[config.mk]
export PLATFORM = sky130hd
export DESIGN_NAME = bit_serial_alu_ctrl
export DESIGN_NICKNAME = d
export VERILOG_FILES = /design/src/rtl/bsalu_pkg.sv /design/src/rtl/alu_bit_slice.sv /design/src/rtl/bit_serial_alu_ctrl.sv
export SDC_FILE = /design/constraint.sdc
export NUM_CORES = 1
export LEC_CHECK = 0
export ABC_CLOCK_PERIOD_IN_PS = 2500
export CORE_UTILIZATION = 35
export DETAILED_ROUTE_END_ITERATION = 16
export HOLD_SLACK_MARGIN = 0.06
export PLACE_DENSITY = 0.66
export SLEW_MARGIN = 20
export SYNTH_ARGS = -nofsm -noshare
export SYNTH_HDL_FRONTEND = slang
export SYNTH_SLANG_ARGS = --single-unit
[constraint.sdc]
create_clock -name clk -period 2.5 [get_ports clk]
set_clock_uncertainty 0.2 [all_clocks]
set_input_delay 0.5 -clock clk [delete_from_list [all_inputs] [get_ports clk]]
set_output_delay 0.5 -clock clk [all_outputs]
set_load 0.05 [all_outputs]
[src/rtl/bsalu_pkg.sv]
// Shared op encodings and FSM state type for the bit-serial ALU.
package bsalu_pkg;

  localparam logic [1:0] OP_AND = 2'b00;
  localparam logic [1:0] OP_OR  = 2'b01;
  localparam logic [1:0] OP_ADD = 2'b10;
  localparam logic [1:0] OP_SUB = 2'b11;

  typedef enum logic [1:0] {
    IDLE = 2'd0,
    RUN  = 2'd1,
    DONE = 2'd2
  } state_e;

endpackage

[src/rtl/alu_bit_slice.sv]
// Combinational 1-bit AND/OR/full-add slice.
// Optional macro BSALU_SUB_EN: op=11 behaves as ADD (caller inverts b).
module alu_bit_slice
  import bsalu_pkg::*;
(
  input  logic [1:0] op,
  input  logic       a,
  input  logic       b,
  input  logic       cin,
  output logic       r,
  output logic       cout
);

  always_comb begin
    r    = 1'b0;
    cout = 1'b0;
    case (op)
      OP_AND: r = a & b;
      OP_OR:  r = a | b;
      OP_ADD: begin
        r    = a ^ b ^ cin;
        cout = (a & b) | (cin & (a ^ b));
      end
`ifdef BSALU_SUB_EN
      OP_SUB: begin
        r    = a ^ b ^ cin;
        cout = (a & b) | (cin & (a ^ b));
      end
`endif
      default: begin
        r    = 1'b0;
        cout = 1'b0;
      end
    endcase
  end

endmodule

[src/rtl/bit_serial_alu_ctrl.sv]
// Bit-serial AND/OR/ADD sequencer: one bit per clock, LSB first, through one slice.
// Optional macro BSALU_SUB_EN enables op=11 as a-b (b inverted, carry seeded with 1).
module bit_serial_alu_ctrl
  import bsalu_pkg::*;
#(
  parameter  int WIDTH = 8,
  localparam int CNT_W = $clog2(WIDTH)
) (
  input  logic             clk,
  input  logic             rst,
  input  logic             start,
  input  logic [1:0]       op,
  input  logic [WIDTH-1:0] a,
  input  logic [WIDTH-1:0] b,
  input  logic             carry_in,
  output logic             busy,
  output logic             done,
  output logic [WIDTH-1:0] result,
  output logic             carry_out
);

  state_e           state_q, state_d;
  logic [WIDTH-1:0] a_q, a_d;
  logic [WIDTH-1:0] b_q, b_d;
  logic [1:0]       op_q, op_d;
  logic             carry_q, carry_d;
  logic [CNT_W-1:0] cnt_q, cnt_d;
  logic [WIDTH-1:0] sr_q, sr_d;
  logic [WIDTH-1:0] result_q, result_d;
  logic             carry_out_q, carry_out_d;

  logic slice_b;
  logic slice_r;
  logic slice_cout;
  logic arith_op;

`ifdef BSALU_SUB_EN
  assign slice_b = (op_q == OP_SUB) ? ~b_q[0] : b_q[0];
`else
  assign slice_b = b_q[0];
`endif

  assign arith_op = (op_q == OP_ADD) || (op_q == OP_SUB);

  alu_bit_slice u_slice (
    .op   (op_q),
    .a    (a_q[0]),
    .b    (slice_b),
    .cin  (carry_q),
    .r    (slice_r),
    .cout (slice_cout)
  );

  always_comb begin
    state_d     = state_q;
    a_d         = a_q;
    b_d         = b_q;
    op_d        = op_q;
    carry_d     = carry_q;
    cnt_d       = cnt_q;
    sr_d        = sr_q;
    result_d    = result_q;
    carry_out_d = carry_out_q;

    case (state_q)
      IDLE: begin
        if (start) begin
          state_d = RUN;
          a_d     = a;
          b_d     = b;
          op_d    = op;
          cnt_d   = '0;
          sr_d    = '0;
          carry_d = 1'b0;
          if (op == OP_ADD) carry_d = carry_in;
`ifdef BSALU_SUB_EN
          if (op == OP_SUB) carry_d = 1'b1;
`endif
        end
      end
      RUN: begin
        // New bit enters at the MSB so bit 0 ends up at position 0 after WIDTH steps.
        sr_d    = {slice_r, sr_q[WIDTH-1:1]};
        carry_d = arith_op ? slice_cout : 1'b0;
        a_d     = a_q >> 1;
        b_d     = b_q >> 1;
        cnt_d   = cnt_q + 1'b1;
        if (cnt_q == CNT_W'(WIDTH - 1)) begin
          state_d     = DONE;
          result_d    = sr_d;
          carry_out_d = carry_d;
        end
      end
      DONE: begin
        state_d = IDLE;
      end
      default: begin
        state_d = IDLE;
      end
    endcase
  end

  always_ff @(posedge clk or posedge rst) begin
    if (rst) begin
      state_q     <= IDLE;
      a_q         <= '0;
      b_q         <= '0;
      op_q        <= OP_AND;
      carry_q     <= 1'b0;
      cnt_q       <= '0;
      sr_q        <= '0;
      result_q    <= '0;
      carry_out_q <= 1'b0;
    end else begin
      state_q     <= state_d;
      a_q         <= a_d;
      b_q         <= b_d;
      op_q        <= op_d;
      carry_q     <= carry_d;
      cnt_q       <= cnt_d;
      sr_q        <= sr_d;
      result_q    <= result_d;
      carry_out_q <= carry_out_d;
    end
  end

  assign busy      = (state_q != IDLE);
  assign done      = (state_q == DONE);
  assign result    = result_q;
  assign carry_out = carry_out_q;

endmodule

* Word level (Yosys, flattened, before mapping)
Cells that the tools add are included.
** Storage, ports and cells
- Word-level logic and storage cells :: 51
- Output and inout bits :: 11
- Input port bits :: 22
- Register bits after elaboration :: 41
** Operators by class
- Muxes and demuxes :: 17
- Bitwise gates (word level) :: 6
- Equal/unequal tests :: 9
- Reduce and logical (&&, ||, !) cells :: 9
- $add $sub $neg :: 1
** Operators with widths (count)
- $pmux W8 S2 :: 3
- $mux W8 :: 3
- $eq A2 B2 Y1 const B :: 4
- $reduce_and A2 Y1 :: 4
- $pmux W3 S2 :: 1
- $eq A2 B1 Y1 const B :: 2
- $logic_not A2 Y1 :: 2
- $mux W1 :: 4
- $mux W2 :: 2
- $ne A2 B2 Y1 const B :: 2
- $pmux W2 S2 :: 1
- $reduce_bool A2 Y1 :: 2
- $add A3 B1 Y3 const B :: 1
- $eq A3 B3 Y1 const B :: 1
- $mux W3 :: 1
- $pmux W1 S3 :: 1
- $and A1 B1 Y1 :: 2
- $or A1 B1 Y1 :: 2
- $pmux W1 S2 :: 1
- $xor A1 B1 Y1 :: 2
- $logic_or A1 B1 Y1 :: 1

* Longest topological paths before layout
- Word-level depth :: 6
- Gate-level depth with buffers :: 6
- Gate-level depth less buffers :: 5

* Hierarchy
From an unflattened synthesis, not the netlist that was laid out.
** Unflattened totals
- Cell total of the unflattened synthesis :: 144
- Area, all modules :: 1737.9 µm²
** Modules (own cells, without submodules)
- bit_serial_alu_ctrl :: cells an instance 134, area an instance 1649.1 µm², times used 1
- alu_bit_slice :: cells an instance 10, area an instance 88.8 µm², times used 1

* Least setup slack after synthesis
Ideal clock, no wire load.
- Kind :: register -> output
- From :: reg state_q[0]
- To :: out done
- Arrival :: 1114 ps
- Stages on the path, launching flop included :: 2
- Setup slack :: 686 ps
- Path through :: dfrtp_1 nor2b_1
** Between the ends
- Word-level cells in the longest chain between the ends :: 1
** Ends and longest elaborated chain
- from (decl) :: RTL line bit_serial_alu_ctrl.sv:22 : state_e state_q, state_d;
- from (signal assigned) :: RTL line bit_serial_alu_ctrl.sv:115 : state_q <= state_d;
- $eq A2 B2 Y1 :: RTL line bit_serial_alu_ctrl.sv:128 : assign done = (state_q == DONE);
- to (decl) :: RTL line bit_serial_alu_ctrl.sv:17 : output logic done,
No other way between the ends.

* Final worst setup path
- From :: reg result_q[0] (netlist: result[0])
- To :: out result[0]
** RTL lines
- from (decl) :: RTL line bit_serial_alu_ctrl.sv:29 : logic [WIDTH-1:0] result_q, result_d;
- from (signal assigned) :: RTL line bit_serial_alu_ctrl.sv:122 : result_q <= result_d;
- to (decl) :: RTL line bit_serial_alu_ctrl.sv:18 : output logic [WIDTH-1:0] result,
No word-level cell between the ends.

==> Implementation_results.wiki <==
{| class="wikitable"
! Metric !! Value
|-
| Sequential-to-total area share from yosys stat || 0.558
|-
| Highest clock rate || roughly 0.47 GHz
|-
| Final count of hold timing violations || 0
|-
| Number of pins exceeding their max-slew limit in the final report || 0
|-
| Post-placement setup slack || about 0.3 ns
|-
| Clk_lat worst skew || about 0.29 ns
|-
| Signed area change from the synthesized netlist to the final layout || 26.7%
|-
| Startpoint type of the worst setup path || flop
|-
| Setup_tns || 0 ns
|-
| Unrepaired setup endpoints after global routing || no
|-
| Stage delay of the slowest cell on the critical path || about 0.80 ns
|-
| Net count, final || about 240
|-
| Max-Slew Margin vs Limit || 0.662
|-
| Max FO, Critical Path || 2
|-
| Required time at the worst-slack endpoint || about 1.8 ns
|-
| Worst VDD drop || approximately 0.44 mV
|-
| Status || finished, final reports clean
|-
| Resized Gates After CTS || 0
|-
| Number of failing setup endpoints in the final timing report || 0
|-
| Maximum level of the CTS H-tree || 2
|-
| Avg Synthesized Cell Area || ~10 µm²
|-
| Pleak || between 1 and 1.5 nW
|-
| Wire length of the first global-routing pass || slightly below 6000 µm
|-
| Congestion Overflow GR || 0
|-
| Total nets after synthesis || slightly above 200
|-
| Flip-flop and latch count after synthesis || 40
|-
| Count of unresolved DRC violations after routing || 0
|-
| Total power density per cell area || roughly 1200 nW/µm²
|-
| Number of distinct standard cells referenced by the synthesized netlist || 24
|-
| Fillcell total || between 400 and 500
|-
| Number of buffers inserted during clock tree synthesis || 5
|-
| Tmin final || 2.14 ns
|-
| Simple-gate area share of the yosys netlist || 0.271
|-
| Layout cells sized above 1 || 0.126
|-
| Maximum number of buffers from clock root to sink || 2
|-
| Count of non-filler cells in the finished layout || approximately 280
|-
| Clock sink count || 40
|-
| Number of top-level pins || 33
|-
| Fraction of the mapped netlist area in adder cells || 0.0391
|-
| Main flop type after synthesis || dfrtp_1
|-
| Number of max-capacitance violations reported || 0
|-
| HPWL reported at the end of detailed placement || 2350 µm
|-
| Number of warnings printed during yosys synthesis || 0
|-
| Synth top cells by count || nand2_1 (56), dfrtp_1 (40), nand3_1 (32)
|-
| Drt first pass iters || 4
|-
| Initial antenna violation count || 0
|-
| Share of the synthesized area in the top cell type || 0.558
|-
| Number of enable flip-flop cells after synthesis || 0
|-
| Parity-gate share of the synthesized area counting xor and xnor cells || 0
|-
| Async set-reset flop share out of synthesis || 1.00
|-
| Main combinational cell family by area after synthesis || simple AND/OR/NAND/NOR gates
|-
| Global Route Usage Sum || 0.144
|-
| Critical path cell sequence || clkdlybuf4s50_1
|-
| Crit path setup slack, layout || between 0.3 and 0.4 ns
|-
| Die area || 5410 µm²
|-
| Number of buffers added to fix hold violations after cts || 0
|-
| Clock tree from TritonCTS || built
|-
| Area of placed instances || about 2200 µm²
|-
| Placer's final routability congestion estimate || between 0.6 and 0.7
|-
| Total wirelength of the detailed-routed design || roughly 3300 µm
|-
| Average wire per standard cell || 11.8 µm
|-
| Slowest stage cell, crit path || clkdlybuf4s50_1
|-
| Dpl cells || 274
|-
| Vias in the first global route || between 1,000 and 1,500
|-
| Area of all placed cells without fillers || approximately 2300 µm²
|-
| Pin count of the biggest net entering global routing || slightly above 40
|-
| Dominant cells by area after synthesis || dfrtp_1 (56%), nand2_1 (12%), nand3_1 (8.9%)
|-
| Antenna diode count || 0
|-
| Clock input transition at the sequential cells of the worst setup and hold paths || about 0.07 ns
|-
| ANT nets after route || 0
|-
| Number of standard-cell rows in the floorplan || 25
|-
| Quantity of I/O buffers inserted on ports || 32
|-
| Post-route fraction of the period consumed by the critical path || 0.858
|-
| Most area-hungry cell type in the Yosys netlist || dfrtp_1
|-
| Starting Density || 0.372
|-
| Via density per instance || about 4.7
|-
| Core outline area || just under 5000 µm²
|-
| Arrival time at the worst endpoint || approximately 1.4 ns
|-
| Post-synthesis cell area || 1790 µm²
|-
| Number of cells produced by synthesis || 180
|-
| Die X || 73.6 µm
|-
| Total number of vias || approximately 1,300
|-
| Number of buffer and inverter instances along the worst setup path || 1
|-
| CP delay by family, top || buffers and inverters
|-
| Iteration-0 DRC Markers || 81
|-
| Kind of capture point of the worst setup path || primary output
|-
| Share of the synthesized area in compound gates (AO/OA/AOI/OAI) || 0.0335
|-
| Final standard cell utilization of the core || 0.472
|-
| Setup Crit Path Kind || flop to primary output
|-
| Worst-margin pin slew || roughly 0.51 ns
|-
| Type of the most critical hold path || flop to flop
|-
| Root buffer cell || clkbuf_8
|-
| Mux contribution to synthesized area || 0.0502
|-
| Most frequent cell after synthesis || nand2_1
|-
| Die height || around 74 µm
|-
| Count of buffers added by post-CTS timing repair for setup || 0
|}
==> path summary, 6_finish.rpt <==
path	cells past startpoint	slack (ns)	endpoint	startpoint
max	1	0.36	result[0]	result[0]
min	2	0.28	b_q[6]	b_q[7]
max reg2reg	4	0.61	result[4]	cnt_q[0]
min reg2reg	2	0.28	b_q[6]	b_q[7]
max in group asynchronous	3	1.34	a_q[6]	rst
min in group asynchronous	3	0.42	result[7]	rst
==> power by group <==
part           internal (mW)  switching [mW]  total [mW]
clock                  0.225           0.209       0.434
combinational          0.477           0.765        1.24
sequential             0.943           0.196        1.14
==> cells by family after synthesis <==
group	Yosys count
flops	40
compound gates	10
buf+inv	15
fa+ha+maj	5
simple gates	102
mux	8
==> registers in the layout, summed over array words and instances, names as in the netlist <==
register	cells
b_q	8
op_q	2
carry_q	1
state_q	2
cnt_q	3
carry_out	1
result	8
a_q	8
sr_q	7
==> routing by layer <==
metal  vias to the layer above  part of all wire  GRT usage  wire length (µm)
li1                        668                 -          -                 -
met4                         0             0.025     0.0769                82
met5                         -                 0          0                 0
met2                        29              0.46      0.212              1530
met1                       619              0.48      0.202              1600
met3                         7             0.036     0.0247               119
==> final cells by class <==
class / instances / area (µm²) / share of cell area
Clock buffer: 8 / 90.1 / 0.0396
Inverter: 4 / 15.0 / 0.00661
Multi-Input combinational cell: 125 / 712 / 0.313
Sequential cell: 40 / 1000 / 0.441
Tap cell: 67 / 83.8 / 0.0369
Timing Repair Buffer: 38 / 370 / 0.163
==> per-stage QoR <==
step	power [mW]	hold WS, ns
after detailed placement	2.42	0.265
after global routing	3.04	0.312
after floorplan	2.04	0.249
final	2.81	0.277
after global placement	2.38	0.261
after CTS	2.85	0.280
==> placed cells by master, fill, tap and decap left out, types with 5 or more instances in the layout <==
cell and count:
clkbuf_8 6, o21ai_0 5, nand2_1 56, dfrtp_1 40
nand3_2 5, nand3_1 32, mux2_2 8, clkdlybuf4s50_1 30
buf_4 6
(Power assumes the default switching activity.)
